<file path="config.mk">
export PLATFORM = sky130hd
export DESIGN_NAME = sprite_blitter
export DESIGN_NICKNAME = d
export VERILOG_FILES = /design/src/rtl/sprite_pkg.sv /design/src/rtl/blit_addr_gen.sv /design/src/rtl/sprite_blitter.sv
export SDC_FILE = /design/constraint.sdc
export NUM_CORES = 1
export LEC_CHECK = 0
export BUFFER_PORTS_ARGS = -buffer_cell sky130_fd_sc_hd__buf_2
export CORE_ASPECT_RATIO = 0.75
export CORE_MARGIN = 2
export CORE_UTILIZATION = 40
export CTS_BUF_LIST = sky130_fd_sc_hd__clkbuf_16
export CTS_CLUSTER_DIAMETER = 150
export DETAILED_ROUTE_END_ITERATION = 10
export PLACE_DENSITY = 0.66
export SLEW_MARGIN = 20
export SYNTH_ARGS = -nofsm -noshare
export SYNTH_HDL_FRONTEND = slang
export SYNTH_SLANG_ARGS = --single-unit
</file>
<file path="constraint.sdc">
create_clock -name clock -period 11 [get_ports clock]
set_input_delay 0.55 -clock clock [delete_from_list [all_inputs] [get_ports clock]]
set_output_delay 0.55 -clock clock [all_outputs]
set_load 0.01 [all_outputs]
</file>
<file path="src/rtl/sprite_pkg.sv">
// Shared constants, state encoding and helpers for the sprite blitter.
// Latency: none (declarations only).
// Backpressure: none (declarations only).
package sprite_pkg;

    localparam int SCREEN_W_DEF    = 480;
    localparam int SCREEN_H_DEF    = 272;
    localparam int SPRITE_SIZE_DEF = 32;
    localparam int MAX_SCALE_DEF   = 2;

    localparam int ID_W       = 8;
    localparam int COORD_W    = 16;
    localparam int SCALE_IN_W = 8;
    localparam int SCALE_W    = 2;
    localparam int PIX_W      = 8;
    localparam int FB_ADDR_W  = 17;
    localparam int ROM_ADDR_W = 18;

    localparam logic [PIX_W-1:0] TRANSPARENT_IDX = 8'd0;

    typedef enum logic [1:0] {
        IDLE  = 2'd0,
        LOAD  = 2'd1,
        DRAW  = 2'd2,
        FLUSH = 2'd3
    } blit_state_e;

    // Saturate the requested scale shift to the largest supported shift.
    function automatic logic [SCALE_W-1:0] clamp_scale(input logic [SCALE_IN_W-1:0] s,
                                                       input int max_s);
        logic [SCALE_W-1:0] r;
        if (int'(s) > max_s) begin
            r = SCALE_W'(max_s);
        end else begin
            r = s[SCALE_W-1:0];
        end
        return r;
    endfunction

endpackage

</file>
<file path="src/rtl/blit_addr_gen.sv">
// Destination scan counter: walks dx/dy over the scaled edge, yields source sx/sy.
// Latency: combinational outputs from the current counter values; advances one pixel per clock.
// Backpressure: none; advances whenever advance_i is high, clear_i restarts at (0,0).
module blit_addr_gen
    import sprite_pkg::*;
#(
    parameter int SRC_W     = 5,
    parameter int MAX_SCALE = 2
) (
    input  logic                          clock,
    input  logic                          reset_n,
    input  logic                          clear_i,
    input  logic                          advance_i,
    input  logic [SCALE_W-1:0]            scale_i,
    output logic [SRC_W+MAX_SCALE-1:0]    dx_o,
    output logic [SRC_W+MAX_SCALE-1:0]    dy_o,
    output logic [SRC_W-1:0]              sx_o,
    output logic [SRC_W-1:0]              sy_o,
    output logic                          last_o
);

    localparam int CW = SRC_W + MAX_SCALE;

    logic [CW-1:0] dx_q, dx_d;
    logic [CW-1:0] dy_q, dy_d;
    logic [CW-1:0] edge_m1;

    // Drawn edge minus one: all-ones of width SRC_W+scale.
    assign edge_m1 = {CW{1'b1}} >> (SCALE_W'(MAX_SCALE) - scale_i);

    assign dx_o   = dx_q;
    assign dy_o   = dy_q;
    assign sx_o   = SRC_W'(dx_q >> scale_i);
    assign sy_o   = SRC_W'(dy_q >> scale_i);
    assign last_o = (dx_q == edge_m1) && (dy_q == edge_m1);

    // Raster step: dx runs across the row, wraps to 0 and bumps dy at the edge.
    always_comb begin
        dx_d = dx_q;
        dy_d = dy_q;
        if (clear_i) begin
            dx_d = '0;
            dy_d = '0;
        end else if (advance_i) begin
            if (dx_q == edge_m1) begin
                dx_d = '0;
                dy_d = dy_q + 1'b1;
            end else begin
                dx_d = dx_q + 1'b1;
            end
        end
    end

    // Counter registers.
    always_ff @(posedge clock or negedge reset_n) begin
        if (!reset_n) begin
            dx_q <= '0;
            dy_q <= '0;
        end else begin
            dx_q <= dx_d;
            dy_q <= dy_d;
        end
    end

endmodule

</file>
<file path="src/rtl/sprite_blitter.sv">
// Pops sprite descriptors and writes scaled, clipped, non-transparent pixels to the framebuffer.
// Latency: pop to first rom_addr 2 clocks, rom_addr to fb_we 2 clocks, one destination pixel per clock.
// Backpressure: pops only while enable && !is_empty in IDLE; an in-progress sprite always completes.
module sprite_blitter
    import sprite_pkg::*;
#(
    parameter int SCREEN_W    = SCREEN_W_DEF,
    parameter int SCREEN_H    = SCREEN_H_DEF,
    parameter int SPRITE_SIZE = SPRITE_SIZE_DEF,
    parameter int MAX_SCALE   = MAX_SCALE_DEF
) (
    input  logic                    clock,
    input  logic                    reset_n,
    input  logic                    enable,
    input  logic                    is_empty,
    input  logic [ID_W-1:0]         sprite_id,
    input  logic [COORD_W-1:0]      sprite_x,
    input  logic [COORD_W-1:0]      sprite_y,
    input  logic [SCALE_IN_W-1:0]   sprite_scale,
    output logic                    dequeue,
    output logic [ROM_ADDR_W-1:0]   rom_addr,
    input  logic [PIX_W-1:0]        rom_data,
    output logic                    fb_we,
    output logic [FB_ADDR_W-1:0]    fb_addr,
    output logic [PIX_W-1:0]        fb_data,
    output logic                    busy,
    output logic                    sprite_done
);

    localparam int SRC_W = $clog2(SPRITE_SIZE);
    localparam int CW    = SRC_W + MAX_SCALE;

    blit_state_e state_q, state_d;

    logic                  pop, gen_clear, issue, done_d;
    logic                  dequeue_q, sprite_done_q;
    logic [ID_W-1:0]       id_q;
    logic [COORD_W-1:0]    x_q, y_q;
    logic [SCALE_IN_W-1:0] scale_raw_q;
    logic [SCALE_W-1:0]    scale_q;

    logic [CW-1:0]         dx, dy;
    logic [SRC_W-1:0]      sx, sy;
    logic                  last_pix;

    logic [FB_ADDR_W-1:0]  dest_x, dest_y, dest_addr;
    logic                  dest_on;

    logic [ROM_ADDR_W-1:0] rom_addr_q;
    logic                  s1_vld_q, s1_on_q, s2_vld_q, s2_on_q;
    logic [FB_ADDR_W-1:0]  s1_addr_q, s2_addr_q;
    logic                  wr_hit;
    logic                  fb_we_q;
    logic [FB_ADDR_W-1:0]  fb_addr_q;
    logic [PIX_W-1:0]      fb_data_q;

    blit_addr_gen #(
        .SRC_W     (SRC_W),
        .MAX_SCALE (MAX_SCALE)
    ) u_addr_gen (
        .clock     (clock),
        .reset_n   (reset_n),
        .clear_i   (gen_clear),
        .advance_i (issue),
        .scale_i   (scale_q),
        .dx_o      (dx),
        .dy_o      (dy),
        .sx_o      (sx),
        .sy_o      (sy),
        .last_o    (last_pix)
    );

    // Destination coordinates are formed wide enough that x+dx / y+dy never wrap.
    assign dest_x    = FB_ADDR_W'(x_q) + FB_ADDR_W'(dx);
    assign dest_y    = FB_ADDR_W'(y_q) + FB_ADDR_W'(dy);
    assign dest_on   = (dest_x < FB_ADDR_W'(SCREEN_W)) && (dest_y < FB_ADDR_W'(SCREEN_H));
    assign dest_addr = dest_y * FB_ADDR_W'(SCREEN_W) + dest_x;

    assign issue  = (state_q == DRAW);
    assign wr_hit = s2_vld_q && s2_on_q && (rom_data != TRANSPARENT_IDX);

    // FSM next state: pop in IDLE, restart scan in LOAD, scan in DRAW, drain in FLUSH.
    always_comb begin
        state_d   = state_q;
        pop       = 1'b0;
        gen_clear = 1'b0;
        done_d    = 1'b0;
        case (state_q)
            IDLE: begin
                if (enable && !is_empty) begin
                    pop     = 1'b1;
                    state_d = LOAD;
                end
            end
            LOAD: begin
                gen_clear = 1'b1;
                state_d   = DRAW;
            end
            DRAW: begin
                if (last_pix) begin
                    state_d = FLUSH;
                end
            end
            FLUSH: begin
                // Leave once both pipe stages behind the last address have emptied.
                if (!s1_vld_q && !s2_vld_q) begin
                    done_d  = 1'b1;
                    state_d = IDLE;
                end
            end
            default: state_d = IDLE;
        endcase
    end

    // FSM state, pop strobe, done pulse and latched descriptor.
    always_ff @(posedge clock or negedge reset_n) begin
        if (!reset_n) begin
            state_q       <= IDLE;
            dequeue_q     <= 1'b0;
            sprite_done_q <= 1'b0;
            id_q          <= '0;
            x_q           <= '0;
            y_q           <= '0;
            scale_raw_q   <= '0;
            scale_q       <= '0;
        end else begin
            state_q       <= state_d;
            dequeue_q     <= pop;
            sprite_done_q <= done_d;
            if (pop) begin
                id_q        <= sprite_id;
                x_q         <= sprite_x;
                y_q         <= sprite_y;
                scale_raw_q <= sprite_scale;
            end
            if (state_q == LOAD) begin
                scale_q <= clamp_scale(scale_raw_q, MAX_SCALE);
            end
        end
    end

    // ROM address register and the 2-deep destination pipe matching ROM latency.
    always_ff @(posedge clock or negedge reset_n) begin
        if (!reset_n) begin
            rom_addr_q <= '0;
            s1_vld_q   <= 1'b0;
            s1_on_q    <= 1'b0;
            s1_addr_q  <= '0;
            s2_vld_q   <= 1'b0;
            s2_on_q    <= 1'b0;
            s2_addr_q  <= '0;
        end else begin
            if (issue) begin
                rom_addr_q <= {id_q, sy, sx};
                s1_on_q    <= dest_on;
                s1_addr_q  <= dest_addr;
            end
            s1_vld_q  <= issue;
            s2_vld_q  <= s1_vld_q;
            s2_on_q   <= s1_on_q;
            s2_addr_q <= s1_addr_q;
        end
    end

    // Registered framebuffer write port; strobe drops on every non-write clock.
    always_ff @(posedge clock or negedge reset_n) begin
        if (!reset_n) begin
            fb_we_q   <= 1'b0;
            fb_addr_q <= '0;
            fb_data_q <= '0;
        end else begin
            fb_we_q <= wr_hit;
            if (wr_hit) begin
                fb_addr_q <= s2_addr_q;
                fb_data_q <= rom_data;
            end
        end
    end

    assign dequeue     = dequeue_q;
    assign rom_addr    = rom_addr_q;
    assign fb_we       = fb_we_q;
    assign fb_addr     = fb_addr_q;
    assign fb_data     = fb_data_q;
    assign busy        = (state_q != IDLE);
    assign sprite_done = sprite_done_q;

endmodule

</file>
==> results of run 1 <==
## per-layer routing
metal,vias to the layer above,wire length [µm]
met1,2860,9840
met4,0,136
li1,2955,-
met5,-,0
met2,150,7300
met3,11,893
## cell families after synthesis
| family | after synthesis | synth area share, % |
|---|---|---|
| muxes | 58 | 7.84 |
| AOI/OAI and AO/OA | 126 | 9.81 |
| and+or+nand+nor | 272 | 14.4 |
| buffers and inverters | 88 | 4.07 |
| DFF | 150 | 45.9 |
| xor gates and xnor gates | 59 | 6.48 |
| adders and majority gates | 66 | 11.6 |
## cells in the mapped netlist (4+ instances only)
| library cell | n |
|---|---|
| nand2_1 | 172 |
| dfrtp_1 | 150 |
| inv_1 | 59 |
| ha_1 | 50 |
| mux2_2 | 49 |
| xnor2_1 | 40 |
| nor2_1 | 39 |
| o21ai_0 | 39 |
| a21oi_1 | 31 |
| clkbuf_1 | 25 |
| xor2_1 | 18 |
| fa_1 | 16 |
| nand3_1 | 13 |
| o21a_1 | 12 |
| mux2i_1 | 9 |
| nand4_1 | 8 |
| nor2b_1 | 8 |
| and3_1 | 6 |
| nor3_1 | 6 |
| o211ai_1 | 6 |
| a21o_1 | 5 |
| nor4_1 | 4 |
| o21bai_1 | 4 |
## stage by stage
step | util, % | hold slack, ps | std cells
6_report | 47.3 | 143 | 1192
5_1_grt | 47.3 | 191 | 1192
4_1_cts | 47.3 | 167 | 1192
3_5_place_dp | 44.6 | 358 | 1161
3_3_place_gp | 44.6 | 354 | 1161
2_1_floorplan | - | 254 | 819
## critical path, cell delays in order (launching register included)
cell	delay, ps
dfrtp_1	430
ha_1	230
inv_1	70
fa_1	440
xnor2_1	300
inv_1	150
fa_1	540
inv_1	60
fa_1	500
inv_1	60
fa_1	430
nor2b_1	140
o21ai_0	110
a21boi_0	290
o21a_1	150
nor2_1	50
xnor2_1	130
ha_1	380
and3_1	200
a311oi_1	380
o21bai_1	100
a21oi_1	190
xor2_1	160
a21oi_1	80
## layout make-up
class                           count  share of cell area, %
Timing Repair Buffer              111                   6.02
Multi-Input combinational cell    581                   43.0
Inverter                           61                   2.40
Sequential cell                   150                   39.4
Tap cell                          258                   3.39
Clock buffer                       17                   4.46
Clock inverter                     14                   1.33
## state kept, by name, indices dropped and copies added (netlist names), 8 cells and up
signal       cells
rom_addr        18
fb_addr         17
x_q             16
scale_raw_q      8
s1_addr_q       17
id_q             8
s2_addr_q       17
fb_data          8
y_q             16
## path summary, 6_finish.rpt
kind / from / to / slack (ps) / cells after the start
min reg2reg: s1_addr_q[1] / s2_addr_q[1] / 370 / 0
min in group clock: sprite_id[0] / id_q[0] / 310 / 3
max reg2reg: u_addr_gen.dy_o[0] / s1_addr_q[16] / 5330 / 23
max in group asynchronous: reset_n / y_q[4] / 9420 / 2
max: u_addr_gen.dy_o[0] / s1_addr_q[16] / 5330 / 23
min: reset_n / fb_addr[7] / 140 / 1
==> results by group, run 1 <==
STA
  – Max-Slew Margin vs Limit: 36.7%
  – Max Fclk: 176 MHz
  – RSZ-0062 raised after global routing: no
  – Final setup margin: 5330 ps
  – Fin. max-slew vios: 0
  – Worst-Margin Slew: 950 ps
  – Final Critical Period: 5670 ps
  – Setup TNS: 0 ps
  – Tcrit/Tclk final: 51.6%
  – Final Hold Fails: 0
  – Final setup viols: 0
  – Clk_skew: 8.41 ps

GRT
  – Gr busiest metal: met1
  – Pin count of the biggest net entering global routing: 77
  – Global router's overall resource usage: 17.8%
  – First-pass GRT wire length: 30.1 mm
  – Total grt overflow: 0
  – Vias in the first global route: 5797
  – Initial antenna violation count: 0
  – GRT met2 Usage: 24.6%
  – Met1 global-route usage: 27.8%
  – Met3 usage: 3.43%

Route
  – ANT nets after route: 0
  – DR vias: 5976
  – Drc violations: 0
  – Iteration-0 DRC Markers: 365
  – Routed wire length: 18.2 mm
  – Drt wl/cell: 15.2 µm
  – DR pass1 iterations: 4
  – Via density: 5.01

Floorplan
  – Core Area: 0.0202 mm²
  – Die span in y: 128 µm
  – Starting Density: 40.6%
  – Die area: 0.0216 mm²
  – IO Pins: 107
  – Placement Rows: 45
  – Die width: 169 µm

CTS
  – CTS tree: done
  – Clock transition at path regs: 60 ps
  – # resized after CTS: 0
  – # H-tree levels: 4
  – CTS sink count: 150
  – CTS Hold Bufs: 0
  – Root buffer cell: clkbuf_16
  – Clock Path Buffers: 2
  – Clock latency on the worst-skew pair: 420 ps
  – Post-CTS Setup Inserts: 0
  – CTS Buf Count: 17

Finish
  – Multi-input gate area: 0.00410 mm²
  – FILL cells: 1903
  – NumNets Final: 1048
  – Design Area, Final: 0.00953 mm²
  – Seq. cell area: 0.00375 mm²
  – Leading cell type in the layout, fill and taps excluded: nand2_1
  – N_diodes: 0
  – Share of layout cells above drive strength 1: 21.0%
  – Area Growth Syn to Fin: 16.5%
  – Commonest cells after routing, fill and taps aside: nand2_1 (172), dfrtp_1 (150), buf_2 (105)

Run status
  – Outcome: completed

Run
  – Max-Cap Viols: 0

Synthesis
  – Post-synth EDFFs: 0
  – Synth Register Bits: 150
  – Synth Area per Inst: 9.99 µm²
  – Synthesized instance count: 819
  – Share of the synthesized area in the top cell type: 45.9%
  – Seq/Total Area, Yosys: 45.9%
  – Yosys cell types: 58
  – Area leader, netlist: dfrtp_1
  – Post-synth ARST share: 100%
  – Mapped Area: 0.00819 mm²
  – Synth area leaders: dfrtp_1 (46%), nand2_1 (7.9%), ha_1 (7.6%)
  – Ys flop type: dfrtp_1
  – Total number of yosys warnings: 0
  – Syn Nets: 945

Place
  – DPL Wire Length: 13.3 mm
  – Place WS: 5350 ps
  – Routability cong.: 0.898
  – Placed inst area: 0.00898 mm²
  – Number of I/O port buffers: 106

Critical path
  – CP endpoint kind: register
  – Critical path peak fanout: 7
  – CP Class: reg2reg
  – CP required: 11290 ps
  – Worst Setup Start Kind: register
  – CP arrival: 5970 ps

Worst hold path
  – Path type of the worst min-delay path: in2async
Power of run 1 is not shown: default switching activity piles up to over one toggle a cycle in this logic, so the estimate is an artifact.
==> inputs of run 2 (changes only) <==
PLACE_DENSITY = 0.68   (was 0.66)
clock period = 5 ns   (was 11 ns; I/O delays follow)
==> results by group, run 2 (synthesized netlist as in run 1, its figures left out) <==
Run status
  – Outcome: completed

Place
  – Placed instance count: 1183
  – Routability cong.: 0.906
  – Number of I/O port buffers: 106
  – Placed inst area: 0.00916 mm²
  – DPL Wire Length: 13.7 mm

CTS
  – CTS tree: done
  – Clock Path Buffers: 2
  – CTS Buf Count: 17
  – Clock transition at path regs: 70 ps
  – CTS sink count: 150
  – Clock latency on the worst-skew pair: 420 ps
  – # H-tree levels: 4
  – Root buffer cell: clkbuf_16

Run
  – Max-Cap Viols: 0

Critical path
  – Flop-to-flop setup slack: 50 ps
  – Critical path peak fanout: 4
  – Critical path origin: u_addr_gen.dy_o[0]
  – CP arrival: 5240 ps
  – CP required: 5290 ps
  – CP Class: reg2reg
  – Worst r2r src: u_addr_gen.dy_o[0]
  – Worst setup path endpoint: s1_addr_q[16]
  – CP endpoint kind: register
  – Worst Setup Start Kind: register
  – FF-to-FF End: s1_addr_q[16]
  – Reg2Reg Depth: 23

GRT
  – Total grt overflow: 0
  – Initial antenna violation count: 0
  – First-pass GRT wire length: 30.3 mm
  – Global router's overall resource usage: 17.7%
  – Vias in the first global route: 5833
  – Pin count of the biggest net entering global routing: 93

STA
  – Final setup viols: 0
  – Max Fclk: 202 MHz
  – Tcrit/Tclk final: 99.0%
  – Final Critical Period: 4950 ps
  – Setup TNS: 0 ps
  – RSZ-0062 raised after global routing: yes
  – Final Hold Fails: 0
  – Fin. max-slew vios: 0
  – Max-Slew Margin vs Limit: 38.4%
  – Clk_skew: 9.31 ps
  – Worst-Margin Slew: 924 ps

Finish
  – N_diodes: 0
  – Area Growth Syn to Fin: 22.5%
  – Non-Filler Instances: 1226
  – NumNets Final: 1082
  – Share of layout cells above drive strength 1: 27.2%
  – Commonest cells after routing, fill and taps aside: nand2_1 (171), dfrtp_1 (150), buf_2 (105)
  – Leading cell type in the layout, fill and taps excluded: nand2_1
  – Max FFs per register: 18
  – Design Area, Final: 0.0100 mm²

Route
  – Drt wl/cell: 15.4 µm
  – Via density: 5.05
  – ANT nets after route: 0
  – DR pass1 iterations: 5
  – DR vias: 6195
  – Drc violations: 0
  – Routed wire length: 18.8 mm
  – Iteration-0 DRC Markers: 512

Floorplan
  – Core Area: 0.0202 mm²
  – Die area: 0.0216 mm²
  – Die width: 169 µm
  – Starting Density: 40.6%
  – IO Pins: 107
  – Placement Rows: 45
  – Die span in y: 128 µm

Worst hold path
  – Path type of the worst min-delay path: in2reg
==> run 2: cell count changes in the layout (fill, tap and decap cells not counted), sizes merged <==
| cell | delta |
|---|---|
| inv | +1 |
| buf | +32 |
| dlygate4sd3 | +2 |
| clkinvlp | +3 |
| clkinv | -5 |
| bufinv | +1 |
==> run 2: layer usage <==
layer  GRT usage (%)  routed length, µm  part of all wire [%]
met1            28.0               9640                    51
met2            24.8               7870                    42
met3            3.64               1200                   6.4
met4            3.97                121                  0.64
met5               0                  0                     0
==> run 2: what timing repair did <==
item,CTS,global route
hold endpoints to repair,92,0
hold buffers,2,0
endpoints found under the setup margin,2,4
gates resized for setup,6,33
setup buffers,2,8
gates cloned,0,0
pin swaps,7,29
==> run 2: metrics by stage <==
step	util, %	hold WS [ps]	setup WS, ps
after detailed placement	45.5	360	-110
final	49.7	16.3	51.2
after global placement	45.5	356	42.0
after floorplan	-	-45.6	54.4
after CTS	48.6	0.310	13.9
after global routing	49.7	8.22	-132
==> run 2: layout make-up <==
cell class              instances  area [µm²]
multi-input cells             581        4300
flip-flops and latches        150        3750
clock inverters                14         151
inverters                      61         229
repair buffers                145         838
fillers                      1840       10100
clock buffers                  17         425
well taps                     258         323
==> run 2: worst min-delay path by stage <==
stage | slack [ps] | end | cells after the start | start
after floorplan | -50 | dequeue | 0 | reset_n
after CTS | 0.3 | id_q[0] | 3 | sprite_id[0]
final | 20 | y_q[11] | 3 | sprite_y[11]
after detailed placement | 360 | s2_addr_q[8] | 0 | s1_addr_q[8]
after global placement | 360 | s2_addr_q[8] | 0 | s1_addr_q[8]
after global routing | 8 | id_q[0] | 3 | sprite_id[0]
==> run 2: critical path, cell delays in order (launching register included) <==
cell	delay (ps)
dfrtp_1	350
ha_2	220
inv_2	40
fa_2	380
xnor2_2	200
inv_2	70
fa_1	500
inv_2	50
fa_1	550
inv_1	60
fa_2	350
nor2b_2	130
o21ai_2	80
a21boi_2	170
o21a_1	170
nor2_2	50
xnor2_1	120
ha_1	350
and3_4	180
a311oi_4	290
o21bai_1	110
a21oi_1	170
xor2_1	150
a21oi_1	70
Power of run 2 is left out for the same reason.
